`src/rtl/multicycle_controller_if.sv`:
```
// rtl/multicycle_controller_if.sv - control/status bundle between multicycle controller and datapath
interface multicycle_controller_if;
    logic [6:0] opcode;
    logic [2:0] funct3;
    logic       funct7_5;
    logic       zero;
    logic       neg;
    logic       mem_ready;
    logic       mem_req;
    logic       mem_write;
    logic       adr_src;
    logic       ir_write;
    logic       pc_write;
    logic       reg_write;
    logic [1:0] alu_src_a;
    logic [1:0] alu_src_b;
    logic [2:0] alu_func;
    logic [2:0] imm_src;
    logic [1:0] result_src;
    logic       inst_done;
    logic       halt;

    // controller side: decodes IR fields and flags, drives datapath controls
    modport master (
        input  opcode, funct3, funct7_5, zero, neg, mem_ready,
        output mem_req, mem_write, adr_src, ir_write, pc_write, reg_write,
               alu_src_a, alu_src_b, alu_func, imm_src, result_src,
               inst_done, halt
    );

    // datapath/memory side
    modport slave (
        output opcode, funct3, funct7_5, zero, neg, mem_ready,
        input  mem_req, mem_write, adr_src, ir_write, pc_write, reg_write,
               alu_src_a, alu_src_b, alu_func, imm_src, result_src,
               inst_done, halt
    );
endinterface

```
`src/rtl/multicycle_controller.sv`:
```
// rtl/multicycle_controller.sv - Moore sequencing FSM for the multi-cycle RV32I datapath
module multicycle_controller (
    input  logic                            clk,
    input  logic                            rst,
    multicycle_controller_if.master         bus
);

    localparam logic [6:0] OP_R    = 7'b0110011;
    localparam logic [6:0] OP_I    = 7'b0010011;
    localparam logic [6:0] OP_LW   = 7'b0000011;
    localparam logic [6:0] OP_SW   = 7'b0100011;
    localparam logic [6:0] OP_BR   = 7'b1100011;
    localparam logic [6:0] OP_JAL  = 7'b1101111;
    localparam logic [6:0] OP_JALR = 7'b1100111;
    localparam logic [6:0] OP_LUI  = 7'b0110111;

    localparam logic [2:0] ALU_ADD = 3'b000;
    localparam logic [2:0] ALU_SUB = 3'b001;
    localparam logic [2:0] ALU_AND = 3'b010;
    localparam logic [2:0] ALU_OR  = 3'b011;
    localparam logic [2:0] ALU_SLT = 3'b100;
    localparam logic [2:0] ALU_XOR = 3'b101;

    localparam logic [2:0] IMM_I = 3'b000;
    localparam logic [2:0] IMM_S = 3'b001;
    localparam logic [2:0] IMM_B = 3'b010;
    localparam logic [2:0] IMM_J = 3'b011;
    localparam logic [2:0] IMM_U = 3'b100;

    localparam logic [1:0] SRCA_PC     = 2'b00;
    localparam logic [1:0] SRCA_OLDPC  = 2'b01;
    localparam logic [1:0] SRCA_RS1    = 2'b10;
    localparam logic [1:0] SRCB_RS2    = 2'b00;
    localparam logic [1:0] SRCB_IMM    = 2'b01;
    localparam logic [1:0] SRCB_FOUR   = 2'b10;

    localparam logic [1:0] RES_ALUOUT  = 2'b00;
    localparam logic [1:0] RES_DATA    = 2'b01;
    localparam logic [1:0] RES_ALU     = 2'b10;
    localparam logic [1:0] RES_IMM     = 2'b11;

    typedef enum logic [3:0] {
        S_FETCH     = 4'd0,
        S_DECODE    = 4'd1,
        S_EXEC_R    = 4'd2,
        S_EXEC_I    = 4'd3,
        S_ALU_WB    = 4'd4,
        S_MEM_ADDR  = 4'd5,
        S_MEM_READ  = 4'd6,
        S_MEM_WB    = 4'd7,
        S_MEM_WRITE = 4'd8,
        S_BRANCH    = 4'd9,
        S_JUMP      = 4'd10,
        S_LUI       = 4'd11,
        S_ERROR     = 4'd12
    } state_t;

    state_t state;
    state_t next_state;

    // raw Moore decodes before the reset gate
    logic       mem_req_c;
    logic       mem_write_c;
    logic       adr_src_c;
    logic       ir_write_c;
    logic       pc_write_c;
    logic       reg_write_c;
    logic [1:0] alu_src_a_c;
    logic [1:0] alu_src_b_c;
    logic [2:0] alu_func_c;
    logic [2:0] imm_src_c;
    logic [1:0] result_src_c;
    logic       inst_done_c;
    logic       halt_c;

    logic       op_ok;
    logic [2:0] op_func;
    logic       br_ok;
    logic       br_taken;

    // Returns {legal, alu_func}; funct7_5 only distinguishes add/sub when use_f75 is set
    function automatic logic [3:0] alu_decode(input logic [2:0] f3,
                                              input logic       f75,
                                              input logic       use_f75);
        logic [3:0] r;
        case (f3)
            3'b000:  r = {1'b1, (use_f75 && f75) ? ALU_SUB : ALU_ADD};
            3'b111:  r = {1'b1, ALU_AND};
            3'b110:  r = {1'b1, ALU_OR};
            3'b100:  r = {1'b1, ALU_XOR};
            3'b010:  r = {1'b1, ALU_SLT};
            default: r = {1'b0, ALU_ADD};
        endcase
        return r;
    endfunction

    // Branch condition from subtraction flags; returns {legal, taken}
    function automatic logic [1:0] branch_decode(input logic [2:0] f3,
                                                 input logic       z,
                                                 input logic       n);
        logic [1:0] r;
        case (f3)
            3'b000:  r = {1'b1, z};
            3'b001:  r = {1'b1, ~z};
            3'b100:  r = {1'b1, n};
            3'b101:  r = {1'b1, ~n};
            default: r = 2'b00;
        endcase
        return r;
    endfunction

    // Field decoders shared by EXEC_R, EXEC_I and BRANCH
    always_comb begin
        op_ok   = 1'b0;
        op_func = ALU_ADD;
        {op_ok, op_func} = alu_decode(bus.funct3, bus.funct7_5, state == S_EXEC_R);
        {br_ok, br_taken} = branch_decode(bus.funct3, bus.zero, bus.neg);
    end

    // State register; reset always restarts at FETCH
    always_ff @(posedge clk or negedge rst) begin
        if (!rst) begin
            state <= S_FETCH;
        end else begin
            state <= next_state;
        end
    end

    // Next-state and control decode; every output defaults to idle/add
    always_comb begin
        next_state   = state;
        mem_req_c    = 1'b0;
        mem_write_c  = 1'b0;
        adr_src_c    = 1'b0;
        ir_write_c   = 1'b0;
        pc_write_c   = 1'b0;
        reg_write_c  = 1'b0;
        alu_src_a_c  = SRCA_PC;
        alu_src_b_c  = SRCB_RS2;
        alu_func_c   = ALU_ADD;
        imm_src_c    = IMM_I;
        result_src_c = RES_ALUOUT;
        inst_done_c  = 1'b0;
        halt_c       = 1'b0;

        case (state)
            S_FETCH: begin
                // PC+4 goes straight from the ALU onto the result bus
                mem_req_c    = 1'b1;
                adr_src_c    = 1'b0;
                alu_src_a_c  = SRCA_PC;
                alu_src_b_c  = SRCB_FOUR;
                result_src_c = RES_ALU;
                if (bus.mem_ready) begin
                    ir_write_c = 1'b1;
                    pc_write_c = 1'b1;
                    next_state = S_DECODE;
                end
            end

            S_DECODE: begin
                // speculatively compute old_pc + imm as a branch/jump target
                alu_src_a_c = SRCA_OLDPC;
                alu_src_b_c = SRCB_IMM;
                imm_src_c   = (bus.opcode == OP_JAL) ? IMM_J : IMM_B;
                case (bus.opcode)
                    OP_R:    next_state = S_EXEC_R;
                    OP_I:    next_state = S_EXEC_I;
                    OP_JALR: next_state = S_EXEC_I;
                    OP_LW:   next_state = S_MEM_ADDR;
                    OP_SW:   next_state = S_MEM_ADDR;
                    OP_BR:   next_state = S_BRANCH;
                    OP_JAL:  next_state = S_JUMP;
                    OP_LUI:  next_state = S_LUI;
                    default: next_state = S_ERROR;
                endcase
            end

            S_EXEC_R: begin
                alu_src_a_c = SRCA_RS1;
                alu_src_b_c = SRCB_RS2;
                if (op_ok) begin
                    alu_func_c = op_func;
                    next_state = S_ALU_WB;
                end else begin
                    next_state = S_ERROR;
                end
            end

            S_EXEC_I: begin
                alu_src_a_c = SRCA_RS1;
                alu_src_b_c = SRCB_IMM;
                imm_src_c   = IMM_I;
                if (bus.opcode == OP_JALR) begin
                    // rs1 + imm is the jump target, taken in JUMP
                    next_state = S_JUMP;
                end else if (op_ok) begin
                    alu_func_c = op_func;
                    next_state = S_ALU_WB;
                end else begin
                    next_state = S_ERROR;
                end
            end

            S_ALU_WB: begin
                result_src_c = RES_ALUOUT;
                reg_write_c  = 1'b1;
                inst_done_c  = 1'b1;
                next_state   = S_FETCH;
            end

            S_MEM_ADDR: begin
                alu_src_a_c = SRCA_RS1;
                alu_src_b_c = SRCB_IMM;
                imm_src_c   = (bus.opcode == OP_SW) ? IMM_S : IMM_I;
                next_state  = (bus.opcode == OP_SW) ? S_MEM_WRITE : S_MEM_READ;
            end

            S_MEM_READ: begin
                mem_req_c = 1'b1;
                adr_src_c = 1'b1;
                if (bus.mem_ready) begin
                    next_state = S_MEM_WB;
                end
            end

            S_MEM_WB: begin
                result_src_c = RES_DATA;
                reg_write_c  = 1'b1;
                inst_done_c  = 1'b1;
                next_state   = S_FETCH;
            end

            S_MEM_WRITE: begin
                mem_req_c   = 1'b1;
                mem_write_c = 1'b1;
                adr_src_c   = 1'b1;
                if (bus.mem_ready) begin
                    inst_done_c = 1'b1;
                    next_state  = S_FETCH;
                end
            end

            S_BRANCH: begin
                // rs1 - rs2 drives the flags; ALUOut already holds the target
                alu_src_a_c  = SRCA_RS1;
                alu_src_b_c  = SRCB_RS2;
                alu_func_c   = ALU_SUB;
                result_src_c = RES_ALUOUT;
                if (br_ok) begin
                    pc_write_c  = br_taken;
                    inst_done_c = 1'b1;
                    next_state  = S_FETCH;
                end else begin
                    next_state  = S_ERROR;
                end
            end

            S_JUMP: begin
                // load target into PC while old_pc + 4 lands in ALUOut for the link write
                result_src_c = RES_ALUOUT;
                pc_write_c   = 1'b1;
                alu_src_a_c  = SRCA_OLDPC;
                alu_src_b_c  = SRCB_FOUR;
                alu_func_c   = ALU_ADD;
                next_state   = S_ALU_WB;
            end

            S_LUI: begin
                imm_src_c    = IMM_U;
                result_src_c = RES_IMM;
                reg_write_c  = 1'b1;
                inst_done_c  = 1'b1;
                next_state   = S_FETCH;
            end

            S_ERROR: begin
                halt_c     = 1'b1;
                next_state = S_ERROR;
            end

            default: begin
                next_state = S_ERROR;
            end
        endcase
    end

    // Reset gate: outputs fall to zero the moment rst goes low, even mid-access
    always_comb begin
        bus.mem_req    = rst & mem_req_c;
        bus.mem_write  = rst & mem_write_c;
        bus.adr_src    = rst & adr_src_c;
        bus.ir_write   = rst & ir_write_c;
        bus.pc_write   = rst & pc_write_c;
        bus.reg_write  = rst & reg_write_c;
        bus.alu_src_a  = rst ? alu_src_a_c  : 2'b00;
        bus.alu_src_b  = rst ? alu_src_b_c  : 2'b00;
        bus.alu_func   = rst ? alu_func_c   : 3'b000;
        bus.imm_src    = rst ? imm_src_c    : 3'b000;
        bus.result_src = rst ? result_src_c : 2'b00;
        bus.inst_done  = rst & inst_done_c;
        bus.halt       = rst & halt_c;
    end

endmodule

```
`src/flat_wrapper.sv`:
```
// flat-port wrapper written by rule: the top's interface ports become plain ports
module multicycle_controller_flat 
  (clk, rst, bus_opcode, bus_funct3, bus_funct7_5, bus_zero, bus_neg, bus_mem_ready, bus_mem_req, bus_mem_write, bus_adr_src, bus_ir_write, bus_pc_write, bus_reg_write, bus_alu_src_a, bus_alu_src_b, bus_alu_func, bus_imm_src, bus_result_src, bus_inst_done, bus_halt);
  multicycle_controller_if bus_i ();
  input  logic clk;
  input  logic rst;
  input wire logic [$bits(bus_i.opcode)-1:0] bus_opcode;
  input wire logic [$bits(bus_i.funct3)-1:0] bus_funct3;
  input wire logic [$bits(bus_i.funct7_5)-1:0] bus_funct7_5;
  input wire logic [$bits(bus_i.zero)-1:0] bus_zero;
  input wire logic [$bits(bus_i.neg)-1:0] bus_neg;
  input wire logic [$bits(bus_i.mem_ready)-1:0] bus_mem_ready;
  output wire logic [$bits(bus_i.mem_req)-1:0] bus_mem_req;
  output wire logic [$bits(bus_i.mem_write)-1:0] bus_mem_write;
  output wire logic [$bits(bus_i.adr_src)-1:0] bus_adr_src;
  output wire logic [$bits(bus_i.ir_write)-1:0] bus_ir_write;
  output wire logic [$bits(bus_i.pc_write)-1:0] bus_pc_write;
  output wire logic [$bits(bus_i.reg_write)-1:0] bus_reg_write;
  output wire logic [$bits(bus_i.alu_src_a)-1:0] bus_alu_src_a;
  output wire logic [$bits(bus_i.alu_src_b)-1:0] bus_alu_src_b;
  output wire logic [$bits(bus_i.alu_func)-1:0] bus_alu_func;
  output wire logic [$bits(bus_i.imm_src)-1:0] bus_imm_src;
  output wire logic [$bits(bus_i.result_src)-1:0] bus_result_src;
  output wire logic [$bits(bus_i.inst_done)-1:0] bus_inst_done;
  output wire logic [$bits(bus_i.halt)-1:0] bus_halt;
  assign bus_i.opcode = bus_opcode;
  assign bus_i.funct3 = bus_funct3;
  assign bus_i.funct7_5 = bus_funct7_5;
  assign bus_i.zero = bus_zero;
  assign bus_i.neg = bus_neg;
  assign bus_i.mem_ready = bus_mem_ready;
  assign bus_mem_req = bus_i.mem_req;
  assign bus_mem_write = bus_i.mem_write;
  assign bus_adr_src = bus_i.adr_src;
  assign bus_ir_write = bus_i.ir_write;
  assign bus_pc_write = bus_i.pc_write;
  assign bus_reg_write = bus_i.reg_write;
  assign bus_alu_src_a = bus_i.alu_src_a;
  assign bus_alu_src_b = bus_i.alu_src_b;
  assign bus_alu_func = bus_i.alu_func;
  assign bus_imm_src = bus_i.imm_src;
  assign bus_result_src = bus_i.result_src;
  assign bus_inst_done = bus_i.inst_done;
  assign bus_halt = bus_i.halt;
  multicycle_controller u_core (.clk(clk), .rst(rst), .bus(bus_i));
endmodule
```
`config.mk`:
```
export PLATFORM = sky130hd
export DESIGN_NAME = multicycle_controller_flat
export DESIGN_NICKNAME = d
export VERILOG_FILES = /design/src/rtl/multicycle_controller_if.sv /design/src/rtl/multicycle_controller.sv /design/src/flat_wrapper.sv
export SDC_FILE = /design/constraint.sdc
export NUM_CORES = 1
export LEC_CHECK = 0
export ABC_AREA = 0
export BUFFER_PORTS_ARGS = -buffer_cell sky130_fd_sc_hd__buf_2
export CORE_MARGIN = 4
export CORE_UTILIZATION = 49
export CTS_BUF_LIST = sky130_fd_sc_hd__clkbuf_8
export CTS_CLUSTER_SIZE = 14
export DETAILED_ROUTE_END_ITERATION = 12
export GPL_TIMING_DRIVEN = 0
export HOLD_SLACK_MARGIN = 0.05
export PLACE_DENSITY_LB_ADDON = 0.15
export SKIP_LAST_GASP = 1
export SLEW_MARGIN = 20
export SYNTH_ARGS = -nofsm -noshare
export SYNTH_HDL_FRONTEND = slang
export SYNTH_SLANG_ARGS = --single-unit
```
`constraint.sdc`:
```
create_clock -name clk -period 1.5 [get_ports clk]
set_input_delay 0.075 -clock clk [delete_from_list [all_inputs] [get_ports clk]]
set_output_delay 0.075 -clock clk [all_outputs]
set_load 0.05 [all_outputs]
```
==> impl_results.html, run 1 <==
<table>
<tr><th>Metric</th><th>Value</th></tr>
<tr><th colspan="2">Run status</th></tr>
<tr><td>Run status</td><td>aborted with a tool error</td></tr>
<tr><td>Last step reached</td><td>global routing (5_1_grt)</td></tr>
<tr><td>Stop Error</td><td>[ERROR DPL-0038] Utilization greater than 100%, impossible to legalize</td></tr>
<tr><th colspan="2">Logic synthesis</th></tr>
<tr><td>Ranking of synthesized cells by instance count</td><td>sky130_fd_sc_hd__nor2_1, sky130_fd_sc_hd__nand2_1, sky130_fd_sc_hd__a21oi_1</td></tr>
<tr><td>Ys Warns</td><td>0</td></tr>
<tr><td>Share of the synthesized area in the top cell type</td><td>12.0%</td></tr>
<tr><td>Largest area contributor in the netlist</td><td>sky130_fd_sc_hd__dfrtp_1</td></tr>
<tr><td>Proportion of register bits with asynchronous set or reset after synthesis</td><td>100%</td></tr>
<tr><td>Number of enable-type register cells in the synthesized netlist</td><td>0</td></tr>
<tr><td>Total of flip-flops plus latches after synthesis</td><td>4</td></tr>
<tr><td>Prevailing post-synth register cell</td><td>sky130_fd_sc_hd__dfrtp_1</td></tr>
<tr><td>Yosys cell types</td><td>49</td></tr>
<tr><td>Top area cells in the synthesized netlist</td><td>sky130_fd_sc_hd__dfrtp_1, sky130_fd_sc_hd__nor2_1, sky130_fd_sc_hd__nand2_1, sky130_fd_sc_hd__a21oi_1, sky130_fd_sc_hd__buf_6</td></tr>
<tr><td>Number of instances in the synthesized netlist</td><td>122</td></tr>
<tr><td>Post-synth design cell area</td><td>836 µm²</td></tr>
<tr><td>Number of nets in the synthesized netlist</td><td>138</td></tr>
<tr><td>Top-count cell post-synth</td><td>sky130_fd_sc_hd__nor2_1</td></tr>
<tr><td>Sequential fraction of the synthesis area</td><td>12.0%</td></tr>
<tr><td>Synthesized area divided by synthesized cell count</td><td>6.85 µm²</td></tr>
<tr><th colspan="2">Place</th></tr>
<tr><td>Post-detail-place hpwl</td><td>1950 µm</td></tr>
<tr><td>Number of I/O port buffers</td><td>34</td></tr>
<tr><td>Weighted congestion at the end of routability-driven global placement</td><td>0.855</td></tr>
<tr><td>Total placed instance area</td><td>0.00114 mm²</td></tr>
<tr><th colspan="2">Timing</th></tr>
<tr><td>Worst endpoint pin kind</td><td>primary output</td></tr>
<tr><td>Post-GRT worst EP</td><td>bus_imm_src[0]</td></tr>
<tr><th colspan="2">Floorplan</th></tr>
<tr><td>Number of cell rows</td><td>14</td></tr>
<tr><td>Chip Height</td><td>49.3 µm</td></tr>
<tr><td>Die width</td><td>49.3 µm</td></tr>
<tr><td>I/O pin total</td><td>36</td></tr>
<tr><td>Starting Density</td><td>53.6%</td></tr>
<tr><th colspan="2">Clock network</th></tr>
<tr><td>Clock tree sinks</td><td>4</td></tr>
<tr><td>Maximum root-to-sink buffer count</td><td>2</td></tr>
<tr><td>Number of buffers inserted during clock tree synthesis</td><td>3</td></tr>
<tr><td>Cell chosen for the clock root</td><td>sky130_fd_sc_hd__clkbuf_8</td></tr>
<tr><td>H-tree depth</td><td>1</td></tr>
<tr><th colspan="2">Global route</th></tr>
<tr><td>Pin count of the biggest net entering global routing</td><td>11</td></tr>
</table>
-- cell families after synthesis --
family	count (synthesis)	share of synthesized area, %
xor+xnor	4	5.09
compound gates	29	25.0
buf+inv	9	7.33
simple gates	73	47.0
flops	4	12.0
mux	3	3.59
-- through the flow --
stage / setup WS, ns / cells
after floorplan: -0.143 / 122
after global placement: -0.171 / 172
after detailed placement: -0.195 / 172
after CTS: -0.161 / 184
-- repair_timing --
| action | 4_1_cts |
|---|---|
| endpoints found under the setup margin | 21 |
| pin swaps | 6 |
| resized for setup | 50 |
| setup buffers | 9 |
| hold endpoints to repair | 4 |
==> run 2, diff against run 1 <==
CORE_AREA = 4 4 65 67   (was not set)
CORE_MARGIN = not set   (was 4)
CORE_UTILIZATION = not set   (was 49)
CTS_BUF_LIST = not set   (was sky130_fd_sc_hd__clkbuf_8)
CTS_CLUSTER_SIZE = not set   (was 14)
DIE_AREA = 0 0 69 71   (was not set)
HOLD_SLACK_MARGIN = not set   (was 0.05)
==> impl_results.html, run 2 <==
<table>
<tr><th>Metric</th><th>Value</th></tr>
<tr><th colspan="2">Clock network</th></tr>
<tr><td>Clock tree sinks</td><td>4 (unchanged)</td></tr>
<tr><td>Cell chosen for the clock root</td><td>sky130_fd_sc_hd__clkbuf_8</td></tr>
<tr><td>H-tree depth</td><td>1 (unchanged)</td></tr>
<tr><td>Maximum root-to-sink buffer count</td><td>2 (unchanged)</td></tr>
<tr><td>Number of buffers inserted during clock tree synthesis</td><td>3 (unchanged)</td></tr>
<tr><td>Clock latency on the worst-skew pair</td><td>0.21 ns</td></tr>
<tr><td>Reg clk slew, reported paths</td><td>0.03 ns</td></tr>
<tr><td>TritonCTS clock tree</td><td>yes</td></tr>
<tr><th colspan="2">Logic synthesis</th></tr>
<tr><td>Ranking of synthesized cells by instance count</td><td>sky130_fd_sc_hd__nor2_1, sky130_fd_sc_hd__nand2_1, sky130_fd_sc_hd__a21oi_1</td></tr>
<tr><td>Number of nets in the synthesized netlist</td><td>138 (unchanged)</td></tr>
<tr><td>Prevailing post-synth register cell</td><td>sky130_fd_sc_hd__dfrtp_1</td></tr>
<tr><td>Total of flip-flops plus latches after synthesis</td><td>4 (unchanged)</td></tr>
<tr><td>Share of the synthesized area in the top cell type</td><td>12.0% (unchanged)</td></tr>
<tr><td>Post-synth design cell area</td><td>836 µm² (unchanged)</td></tr>
<tr><td>Top area cells in the synthesized netlist</td><td>sky130_fd_sc_hd__dfrtp_1, sky130_fd_sc_hd__nor2_1, sky130_fd_sc_hd__nand2_1, sky130_fd_sc_hd__a21oi_1, sky130_fd_sc_hd__buf_6</td></tr>
<tr><td>Synthesized area divided by synthesized cell count</td><td>6.85 µm² (unchanged)</td></tr>
<tr><td>Number of instances in the synthesized netlist</td><td>122 (unchanged)</td></tr>
<tr><td>Largest area contributor in the netlist</td><td>sky130_fd_sc_hd__dfrtp_1</td></tr>
<tr><td>Number of enable-type register cells in the synthesized netlist</td><td>0 (unchanged)</td></tr>
<tr><td>Yosys cell types</td><td>49 (unchanged)</td></tr>
<tr><td>Proportion of register bits with asynchronous set or reset after synthesis</td><td>100% (unchanged)</td></tr>
<tr><td>Ys Warns</td><td>0 (unchanged)</td></tr>
<tr><td>Top-count cell post-synth</td><td>sky130_fd_sc_hd__nor2_1</td></tr>
<tr><td>Sequential fraction of the synthesis area</td><td>12.0% (unchanged)</td></tr>
<tr><th colspan="2">Power</th></tr>
<tr><td>Final Total Pwr</td><td>3.06 mW</td></tr>
<tr><td>Peak supply drop</td><td>949 µV</td></tr>
<tr><td>Leakage</td><td>0.746 nW</td></tr>
<tr><td>PwrDens</td><td>1760 mW/mm²</td></tr>
<tr><th colspan="2">Timing</th></tr>
<tr><td>Worst hold margin</td><td>0.204 ns</td></tr>
<tr><td>Final setup slack of the worst path</td><td>-0.234 ns</td></tr>
<tr><td>Max Clock Freq</td><td>577 MHz</td></tr>
<tr><td>Clock period minus final worst setup slack</td><td>1.73 ns</td></tr>
<tr><td>Final worst path period share</td><td>116%</td></tr>
<tr><td>Endpoints failing hold</td><td>0</td></tr>
<tr><td>Headroom to the max-slew limit</td><td>65.5%</td></tr>
<tr><td>Number of slew-limit violations in the final report</td><td>0</td></tr>
<tr><td>Number of failing setup endpoints in the final timing report</td><td>17</td></tr>
<tr><td>RSZ-0062 raised after global routing</td><td>true</td></tr>
<tr><td>Max Clock Skew</td><td>0.00180 ns</td></tr>
<tr><td>Slew of the pin with the lowest slew margin</td><td>0.517 ns</td></tr>
<tr><th colspan="2">Hold path</th></tr>
<tr><td>Hold-critical path depth</td><td>2</td></tr>
<tr><td>Type of the most critical hold path</td><td>input port to flop</td></tr>
<tr><th colspan="2">Global route</th></tr>
<tr><td>Pin count of the biggest net entering global routing</td><td>11</td></tr>
<tr><td>First-pass GRT wire length</td><td>5350 µm</td></tr>
<tr><td>Global-route usage over all layers</td><td>12.8%</td></tr>
<tr><td>Number of global-route vias before repair</td><td>1129</td></tr>
<tr><td>GR Overflow Total</td><td>0</td></tr>
<tr><td>Initial antenna violation count</td><td>0</td></tr>
<tr><th colspan="2">Worst setup path</th></tr>
<tr><td>Setup Crit Path Kind</td><td>flop to output pin</td></tr>
<tr><td>Element type at the critical path end</td><td>output pin</td></tr>
<tr><td>Most Frequent Cell on Critical Path</td><td>sky130_fd_sc_hd__buf_6</td></tr>
<tr><td>Worst-path cell with the longest stage delay</td><td>sky130_fd_sc_hd__dfrtp_2</td></tr>
<tr><td>Worst Path Max Fanout</td><td>6</td></tr>
<tr><td>Buf+Inv Stages, Crit Path</td><td>2</td></tr>
<tr><td>Required time reported for the critical path endpoint</td><td>1.42 ns</td></tr>
<tr><td>Kind of start point of the critical path</td><td>flop</td></tr>
<tr><td>Kind of cell adding the most delay to the critical path</td><td>flip-flops</td></tr>
<tr><td>Arrival time at the worst endpoint</td><td>1.66 ns</td></tr>
<tr><td>Max stage delay on crit path</td><td>0.47 ns</td></tr>
<tr><td>Worst reg-to-reg path cell count</td><td>6</td></tr>
<tr><td>Cells traversed along the worst timing path</td><td>buf_6, nor2_2, a21oi_1, nor3_1, o21a_2, buf_6</td></tr>
<tr><td>Logic depth of the worst path, buffers included</td><td>6</td></tr>
<tr><th colspan="2">Floorplan</th></tr>
<tr><td>I/O pin total</td><td>36 (unchanged)</td></tr>
<tr><td>Std-Cell Core Area</td><td>0.00363 mm²</td></tr>
<tr><td>Number of cell rows</td><td>22 (+8)</td></tr>
<tr><td>Die width</td><td>69 µm (+40%)</td></tr>
<tr><td>Die area</td><td>0.00490 mm²</td></tr>
<tr><td>Starting Density</td><td>23.0% (-31 points)</td></tr>
<tr><td>Chip Height</td><td>71 µm (+44%)</td></tr>
<tr><th colspan="2">Layout</th></tr>
<tr><td>Number of fill cells</td><td>357</td></tr>
<tr><td>Most frequent standard cell in the layout excluding fill and tap cells</td><td>sky130_fd_sc_hd__buf_6</td></tr>
<tr><td>Diode count</td><td>0</td></tr>
<tr><td>Share of the core filled with cells in the final layout</td><td>47.9%</td></tr>
<tr><td>Number of nets in the final layout</td><td>203</td></tr>
<tr><td>Ratio of cells with drive above 1 in the final layout</td><td>62.2%</td></tr>
<tr><td>Area added between synthesis and finish</td><td>108%</td></tr>
<tr><td>Area of all placed cells without fillers</td><td>0.00174 mm²</td></tr>
<tr><td>Most frequent cells in the layout</td><td>sky130_fd_sc_hd__buf_6, sky130_fd_sc_hd__buf_4, sky130_fd_sc_hd__buf_2, sky130_fd_sc_hd__nand2_1, sky130_fd_sc_hd__nor2_1</td></tr>
<tr><td>Max FFs per register</td><td>4</td></tr>
<tr><td>Biggest regs</td><td>u_core.state x4</td></tr>
<tr><td>Reg with most FFs</td><td>u_core.state</td></tr>
<tr><th colspan="2">Detailed routing</th></tr>
<tr><td>Final routed DRC violation total</td><td>0</td></tr>
<tr><td>Overall via count from detail_route</td><td>1128</td></tr>
<tr><td>Detailed-route wire length</td><td>3210 µm</td></tr>
<tr><td>Average wire length per cell after detail routing</td><td>13.8 µm</td></tr>
<tr><td>Via-to-Cell Ratio</td><td>4.84</td></tr>
<tr><td>First-pass iteration count of the detailed router</td><td>4</td></tr>
<tr><td>Antenna Violating Nets Remaining</td><td>0</td></tr>
<tr><td>Iteration-0 DRC count of the detailed router</td><td>69</td></tr>
<tr><th colspan="2">Place</th></tr>
<tr><td>Number of I/O port buffers</td><td>34 (unchanged)</td></tr>
<tr><td>Total placed instance area</td><td>0.00118 mm² (+3.5%)</td></tr>
<tr><td>Weighted congestion at the end of routability-driven global placement</td><td>0.776 (-9.3%)</td></tr>
<tr><td>Post-detail-place hpwl</td><td>2210 µm (+13%)</td></tr>
<tr><th colspan="2">Run status</th></tr>
<tr><td>Run status</td><td>complete, but fails checks</td></tr>
<tr><td>Violations in the final reports</td><td>negative setup slack</td></tr>
<tr><th colspan="2">Flow run</th></tr>
<tr><td>MaxCap Viol Count</td><td>0</td></tr>
</table>
[run 2: cell counts after synthesis]
No cell type changed its count.
[run 2: metal layers]
| metal | track usage, % | vias to the layer above | part of all wire [%] |
|---|---|---|---|
| met5 | 0 | - | 0 |
| met4 | 2.82 | 0 | 0.59 |
| met3 | 2.13 | 4 | 5.1 |
| met2 | 21.2 | 31 | 49 |
| met1 | 17.4 | 531 | 45 |
| li1 | - | 562 | - |
[run 2: area by class of cell]
class	instances	area, µm²	area share, %
Sequential cell	4	101	5.82
Inverter	1	3.75	0.216
Tap cell	48	60.1	3.45
Multi-Input combinational cell	109	935	53.7
Clock buffer	3	41.3	2.37
Buffer	8	91.3	5.24
Timing Repair Buffer	60	509	29.2
[run 2: where the power goes]
part           internal (mW)  switching [mW]  total [mW]
combinational           1.21            1.41        2.62
sequential             0.156          0.0627       0.219
clock                  0.171          0.0504       0.221
total                   1.53            1.53        3.06
[run 2: per-stage QoR]
| step | TNS (ns) | std cells | setup slack [ns] |
|---|---|---|---|
| finish | -1.14 | 233 | -0.234 |
| global route | -2.23 | 233 | -0.278 |
| global placement | -1.10 | 204 | -0.204 |
| detailed placement | -1.14 | 204 | -0.213 |
| CTS | -0.829 | 225 | -0.149 |
| floorplan | -0.871 | 122 | -0.143 |
[run 2: timing repair]
action | CTS | global route
buffers inserted | 16 | 9
endpoints found under the hold margin | 4 | 0
cloned | 1 | 0
gates resized for setup | 59 | 27
setup endpoints to repair | 22 | 22
pin swaps | 11 | 10
hold buffers | 1 | 0
[run 2: cells by family (layout without fill, tap and decap cells)]
logic type             count (synthesis)  in the layout  synth area share [%]
buffers and inverters                  9             72                  7.33
multiplexers                           3              3                  3.59
AO/OA/AOI/OAI                         29             29                  25.0
AND/OR/NAND/NOR                       73             73                  47.0
XOR/XNOR                               4              4                  5.09
flip-flops                             4              4                  12.0
[run 2: worst register-to-register path, stage by stage (launching register included)]
cell and delay [ns]:
sky130_fd_sc_hd__dfrtp_1 0.36, sky130_fd_sc_hd__buf_6 0.15, sky130_fd_sc_hd__nand2b_4 0.15, sky130_fd_sc_hd__nor3_4 0.22, sky130_fd_sc_hd__buf_4 0.16, sky130_fd_sc_hd__o221ai_1 0.13
sky130_fd_sc_hd__a32oi_2 0.25
[run 2: final timing paths]
kind,from,to,slack (ns)
min in group asynchronous,rst,u_core.state[1],0.30
max reg2reg,u_core.state[1],u_core.state[2],-0.02
min reg2reg,u_core.state[3],u_core.state[1],0.75
max,u_core.state[3],bus_pc_write,-0.23
min,bus_mem_ready,u_core.state[0],0.20
max in group asynchronous,rst,u_core.state[3],1.01
(Power assumes the default switching activity.)
==> run 3, diff against run 2 <==
PLACE_DENSITY_LB_ADDON = not set   (was 0.15)
==> impl_results.html, run 3 (synthesis results as in run 2) <==
<table>
<tr><th>Metric</th><th>Value</th></tr>
<tr><th colspan="2">Run status</th></tr>
<tr><td>Run status</td><td>complete, but fails checks</td></tr>
<tr><td>Violations in the final reports</td><td>negative setup slack</td></tr>
<tr><th colspan="2">Detailed routing</th></tr>
<tr><td>Antenna Violating Nets Remaining</td><td>0 (unchanged)</td></tr>
<tr><td>Post-Route M1 WL</td><td>1380 µm (-5.1%)</td></tr>
<tr><td>First-pass iteration count of the detailed router</td><td>5 (+1)</td></tr>
<tr><td>Detailed-route wire length</td><td>3250 µm (+1.2%)</td></tr>
<tr><td>Average wire length per cell after detail routing</td><td>13.9 µm (+0.82%)</td></tr>
<tr><td>Iteration-0 DRC count of the detailed router</td><td>32 (-54%)</td></tr>
<tr><td>Final routed DRC violation total</td><td>0 (unchanged)</td></tr>
<tr><td>Overall via count from detail_route</td><td>1135 (+0.62%)</td></tr>
<tr><td>Met2 WL</td><td>1650 µm (+5.4%)</td></tr>
<tr><td>Via-to-Cell Ratio</td><td>4.85 (+0.19%)</td></tr>
<tr><td>Met3 WL</td><td>197 µm (+22%)</td></tr>
<tr><td>Highest layer used for signal routing</td><td>met4</td></tr>
<tr><th colspan="2">Floorplan</th></tr>
<tr><td>Starting Density</td><td>23.0% (unchanged)</td></tr>
<tr><td>Std-Cell Core Area</td><td>0.00363 mm² (unchanged)</td></tr>
<tr><td>I/O pin total</td><td>36 (unchanged)</td></tr>
<tr><td>Number of cell rows</td><td>22 (unchanged)</td></tr>
<tr><td>Chip Height</td><td>71 µm (unchanged)</td></tr>
<tr><td>Die area</td><td>0.00490 mm² (unchanged)</td></tr>
<tr><td>Die width</td><td>69 µm (unchanged)</td></tr>
<tr><th colspan="2">Timing</th></tr>
<tr><td>RSZ-0062 raised after global routing</td><td>true</td></tr>
<tr><td>Final setup slack of the worst path</td><td>-0.157 ns (+0.0772 ns)</td></tr>
<tr><td>Slew of the pin with the lowest slew margin</td><td>0.498 ns (-0.0191 ns)</td></tr>
<tr><td>Number of slew-limit violations in the final report</td><td>0 (unchanged)</td></tr>
<tr><td>Max Clock Skew</td><td>0.000289 ns (-0.00151 ns)</td></tr>
<tr><td>Clock period minus final worst setup slack</td><td>1.66 ns (-0.0772 ns)</td></tr>
<tr><td>Endpoints failing hold</td><td>0 (unchanged)</td></tr>
<tr><td>Max Clock Freq</td><td>603 MHz (+4.7%)</td></tr>
<tr><td>Number of failing setup endpoints in the final timing report</td><td>15 (-2)</td></tr>
<tr><td>Headroom to the max-slew limit</td><td>66.3% (+0.81 points)</td></tr>
<tr><td>Final worst path period share</td><td>110% (-5.1 points)</td></tr>
<tr><th colspan="2">Power</th></tr>
<tr><td>Internal portion of total power</td><td>1.56 mW (+1.5%)</td></tr>
<tr><td>Final Total Pwr</td><td>3.05 mW (-0.29%)</td></tr>
<tr><td>Switching share of power</td><td>49.0% (-0.91 points)</td></tr>
<tr><td>PwrDens</td><td>1750 mW/mm² (-0.58%)</td></tr>
<tr><td>Share of total power in the clock network</td><td>7.3% (about the same)</td></tr>
<tr><td>Relative contribution of sequential cells to total power</td><td>7.9% (+0.7 points)</td></tr>
<tr><td>Net switching power</td><td>1.50 mW (-2.1%)</td></tr>
<tr><td>Leakage</td><td>0.765 nW (+2.6%)</td></tr>
<tr><td>Peak supply drop</td><td>728 µV (-23%)</td></tr>
<tr><td>Proportion of power drawn by combinational gates</td><td>84.8% (-0.8 points)</td></tr>
<tr><th colspan="2">Worst setup path</th></tr>
<tr><td>Kind of cell adding the most delay to the critical path</td><td>simple AND/OR/NAND/NOR gates</td></tr>
<tr><td>Buf+Inv Stages, Crit Path</td><td>2 (unchanged)</td></tr>
<tr><td>Worst Path Max Fanout</td><td>8 (+2)</td></tr>
<tr><td>Cells traversed along the worst timing path</td><td>buf_6, nand2b_4, nor3_4, a31oi_2, nor4_4, buf_6</td></tr>
<tr><td>Kind of start point of the critical path</td><td>flop</td></tr>
<tr><td>Setup Crit Path Kind</td><td>flop to output pin</td></tr>
<tr><td>Worst-path cell with the longest stage delay</td><td>sky130_fd_sc_hd__dfrtp_1</td></tr>
<tr><td>Element type at the critical path end</td><td>output pin</td></tr>
<tr><td>Arrival time at the worst endpoint</td><td>1.58 ns (-0.08 ns)</td></tr>
<tr><td>Required time reported for the critical path endpoint</td><td>1.42 ns (about the same)</td></tr>
<tr><td>Most Frequent Cell on Critical Path</td><td>sky130_fd_sc_hd__buf_6</td></tr>
<tr><td>Max stage delay on crit path</td><td>0.37 ns (-0.10 ns)</td></tr>
<tr><th colspan="2">Clock network</th></tr>
<tr><td>Cell chosen for the clock root</td><td>sky130_fd_sc_hd__clkbuf_8</td></tr>
<tr><td>Clock latency on the worst-skew pair</td><td>0.21 ns (about the same)</td></tr>
<tr><td>H-tree depth</td><td>1 (unchanged)</td></tr>
<tr><td>TritonCTS clock tree</td><td>yes</td></tr>
<tr><td>Maximum root-to-sink buffer count</td><td>2 (unchanged)</td></tr>
<tr><td>Clock tree sinks</td><td>4 (unchanged)</td></tr>
<tr><td>Number of buffers inserted during clock tree synthesis</td><td>3 (unchanged)</td></tr>
<tr><td>Reg clk slew, reported paths</td><td>0.03 ns (about the same)</td></tr>
<tr><th colspan="2">Flow run</th></tr>
<tr><td>MaxCap Viol Count</td><td>0 (unchanged)</td></tr>
<tr><th colspan="2">Global route</th></tr>
<tr><td>Global-route usage over all layers</td><td>12.4% (-0.44 points)</td></tr>
<tr><td>First-pass GRT wire length</td><td>5180 µm (-3.2%)</td></tr>
<tr><td>Pin count of the biggest net entering global routing</td><td>11 (unchanged)</td></tr>
<tr><td>GR Overflow Total</td><td>0 (unchanged)</td></tr>
<tr><td>Initial antenna violation count</td><td>0 (unchanged)</td></tr>
<tr><td>Number of global-route vias before repair</td><td>1105 (-2.1%)</td></tr>
<tr><th colspan="2">Layout</th></tr>
<tr><td>Share of the core filled with cells in the final layout</td><td>48.1% (+0.14 points)</td></tr>
<tr><td>Number of standard cells in the final layout excluding fillers</td><td>234 (+0.43%)</td></tr>
<tr><td>Number of nets in the final layout</td><td>204 (+0.49%)</td></tr>
<tr><td>Most frequent standard cell in the layout excluding fill and tap cells</td><td>sky130_fd_sc_hd__buf_6</td></tr>
<tr><td>Most frequent cells in the layout</td><td>sky130_fd_sc_hd__buf_6, sky130_fd_sc_hd__buf_4, sky130_fd_sc_hd__buf_2, sky130_fd_sc_hd__nor2_1, sky130_fd_sc_hd__nand2_1</td></tr>
<tr><td>Biggest regs</td><td>u_core.state x4</td></tr>
<tr><td>Area added between synthesis and finish</td><td>109%</td></tr>
<tr><td>Reg with most FFs</td><td>u_core.state</td></tr>
<tr><td>Ratio of cells with drive above 1 in the final layout</td><td>61.8% (-0.33 points)</td></tr>
<tr><td>Diode count</td><td>0 (unchanged)</td></tr>
<tr><td>Max FFs per register</td><td>4 (unchanged)</td></tr>
<tr><th colspan="2">Place</th></tr>
<tr><td>Number of instances in the placed design</td><td>204 (unchanged)</td></tr>
<tr><td>Weighted congestion at the end of routability-driven global placement</td><td>0.794 (+2.3%)</td></tr>
<tr><td>Number of I/O port buffers</td><td>34 (unchanged)</td></tr>
<tr><td>Post-detail-place hpwl</td><td>2120 µm (-3.9%)</td></tr>
<tr><th colspan="2">Hold path</th></tr>
<tr><td>Type of the most critical hold path</td><td>input port to flop</td></tr>
</table>
run 3: cell types whose count changed in the layout (fill, tap and decap cells not counted), moves of 2 or more:
cell | previous run | this run
sky130_fd_sc_hd__nor2_2 | 7 | 4
sky130_fd_sc_hd__nor2_1 | 10 | 12
sky130_fd_sc_hd__buf_6 | 25 | 22
sky130_fd_sc_hd__xor2_4 | 2 | 0
sky130_fd_sc_hd__clkbuf_4 | 0 | 2
sky130_fd_sc_hd__buf_8 | 3 | 5
run 3: metrics by stage:
| step | cell area (µm²) | worst slack, ns | hold WS [ns] | TNS, ns |
|---|---|---|---|---|
| detailed placement | 1180 | -0.205 | -0.0940 | -1.14 |
| floorplan | 950 | -0.143 | -0.221 | -0.871 |
| CTS | 1580 | -0.200 | 0.178 | -0.938 |
| finish | 1750 | -0.157 | 0.180 | -1.03 |
| global placement | 1180 | -0.225 | -0.0946 | -1.16 |
| global route | 1750 | -0.247 | 0.197 | -2.28 |
run 3: tightest hold or removal path: stages:
cell and delay [ns]:
sky130_fd_sc_hd__buf_2 0.11, sky130_fd_sc_hd__o2111ai_1 0.07, sky130_fd_sc_hd__nand3_1 0.08
run 3: per-layer routing:
metal,global-route usage [%],vias up
met5,0,-
met4,3.25,0
met3,2.27,2
met2,21.9,46
met1,15.3,520
li1,-,567
run 3: cell type report:
class | count | area (µm²)
Timing Repair Buffer | 61 | 543
Sequential cell | 4 | 103
Inverter | 1 | 3.75
Multi-Input combinational cell | 109 | 902
Clock buffer | 3 | 41.3
Tap cell | 48 | 60.1
Fill cell | 346 | 1890
Buffer | 8 | 93.8
run 3: timing repair:
action | 4_1_cts | 5_1_grt
endpoints found under the setup margin | 21 | 22
hold endpoints to repair | 4 | 0
pin swaps | 9 | 4
hold buffers | 1 | 0
gates cloned | 1 | 1
resized for setup | 59 | 22
buffers inserted | 16 | 8
run 3: final timing paths:
kind	slack [ns]	to	from	depth (start not counted)
hold reg to reg	0.75	u_core.state[1]	u_core.state[3]	3
hold / removal	0.18	u_core.state[1]	bus_opcode[1]	3
setup / recovery	-0.16	bus_imm_src[0]	u_core.state[1]	6
min in group asynchronous	0.33	u_core.state[0]	rst	2
max in group asynchronous	0.99	u_core.state[3]	rst	2
setup reg to reg	-0.06	u_core.state[2]	u_core.state[1]	7
run 3: power groups by stage:
stage	sequential, mW	clock (mW)	combinational (mW)
final	0.241	0.224	2.59
after global placement	0.217	0	1.63
after global routing	0.254	0.237	2.72
after CTS	0.234	0.227	2.25
after floorplan	0.209	0	1.32
after detailed placement	0.218	0	1.63
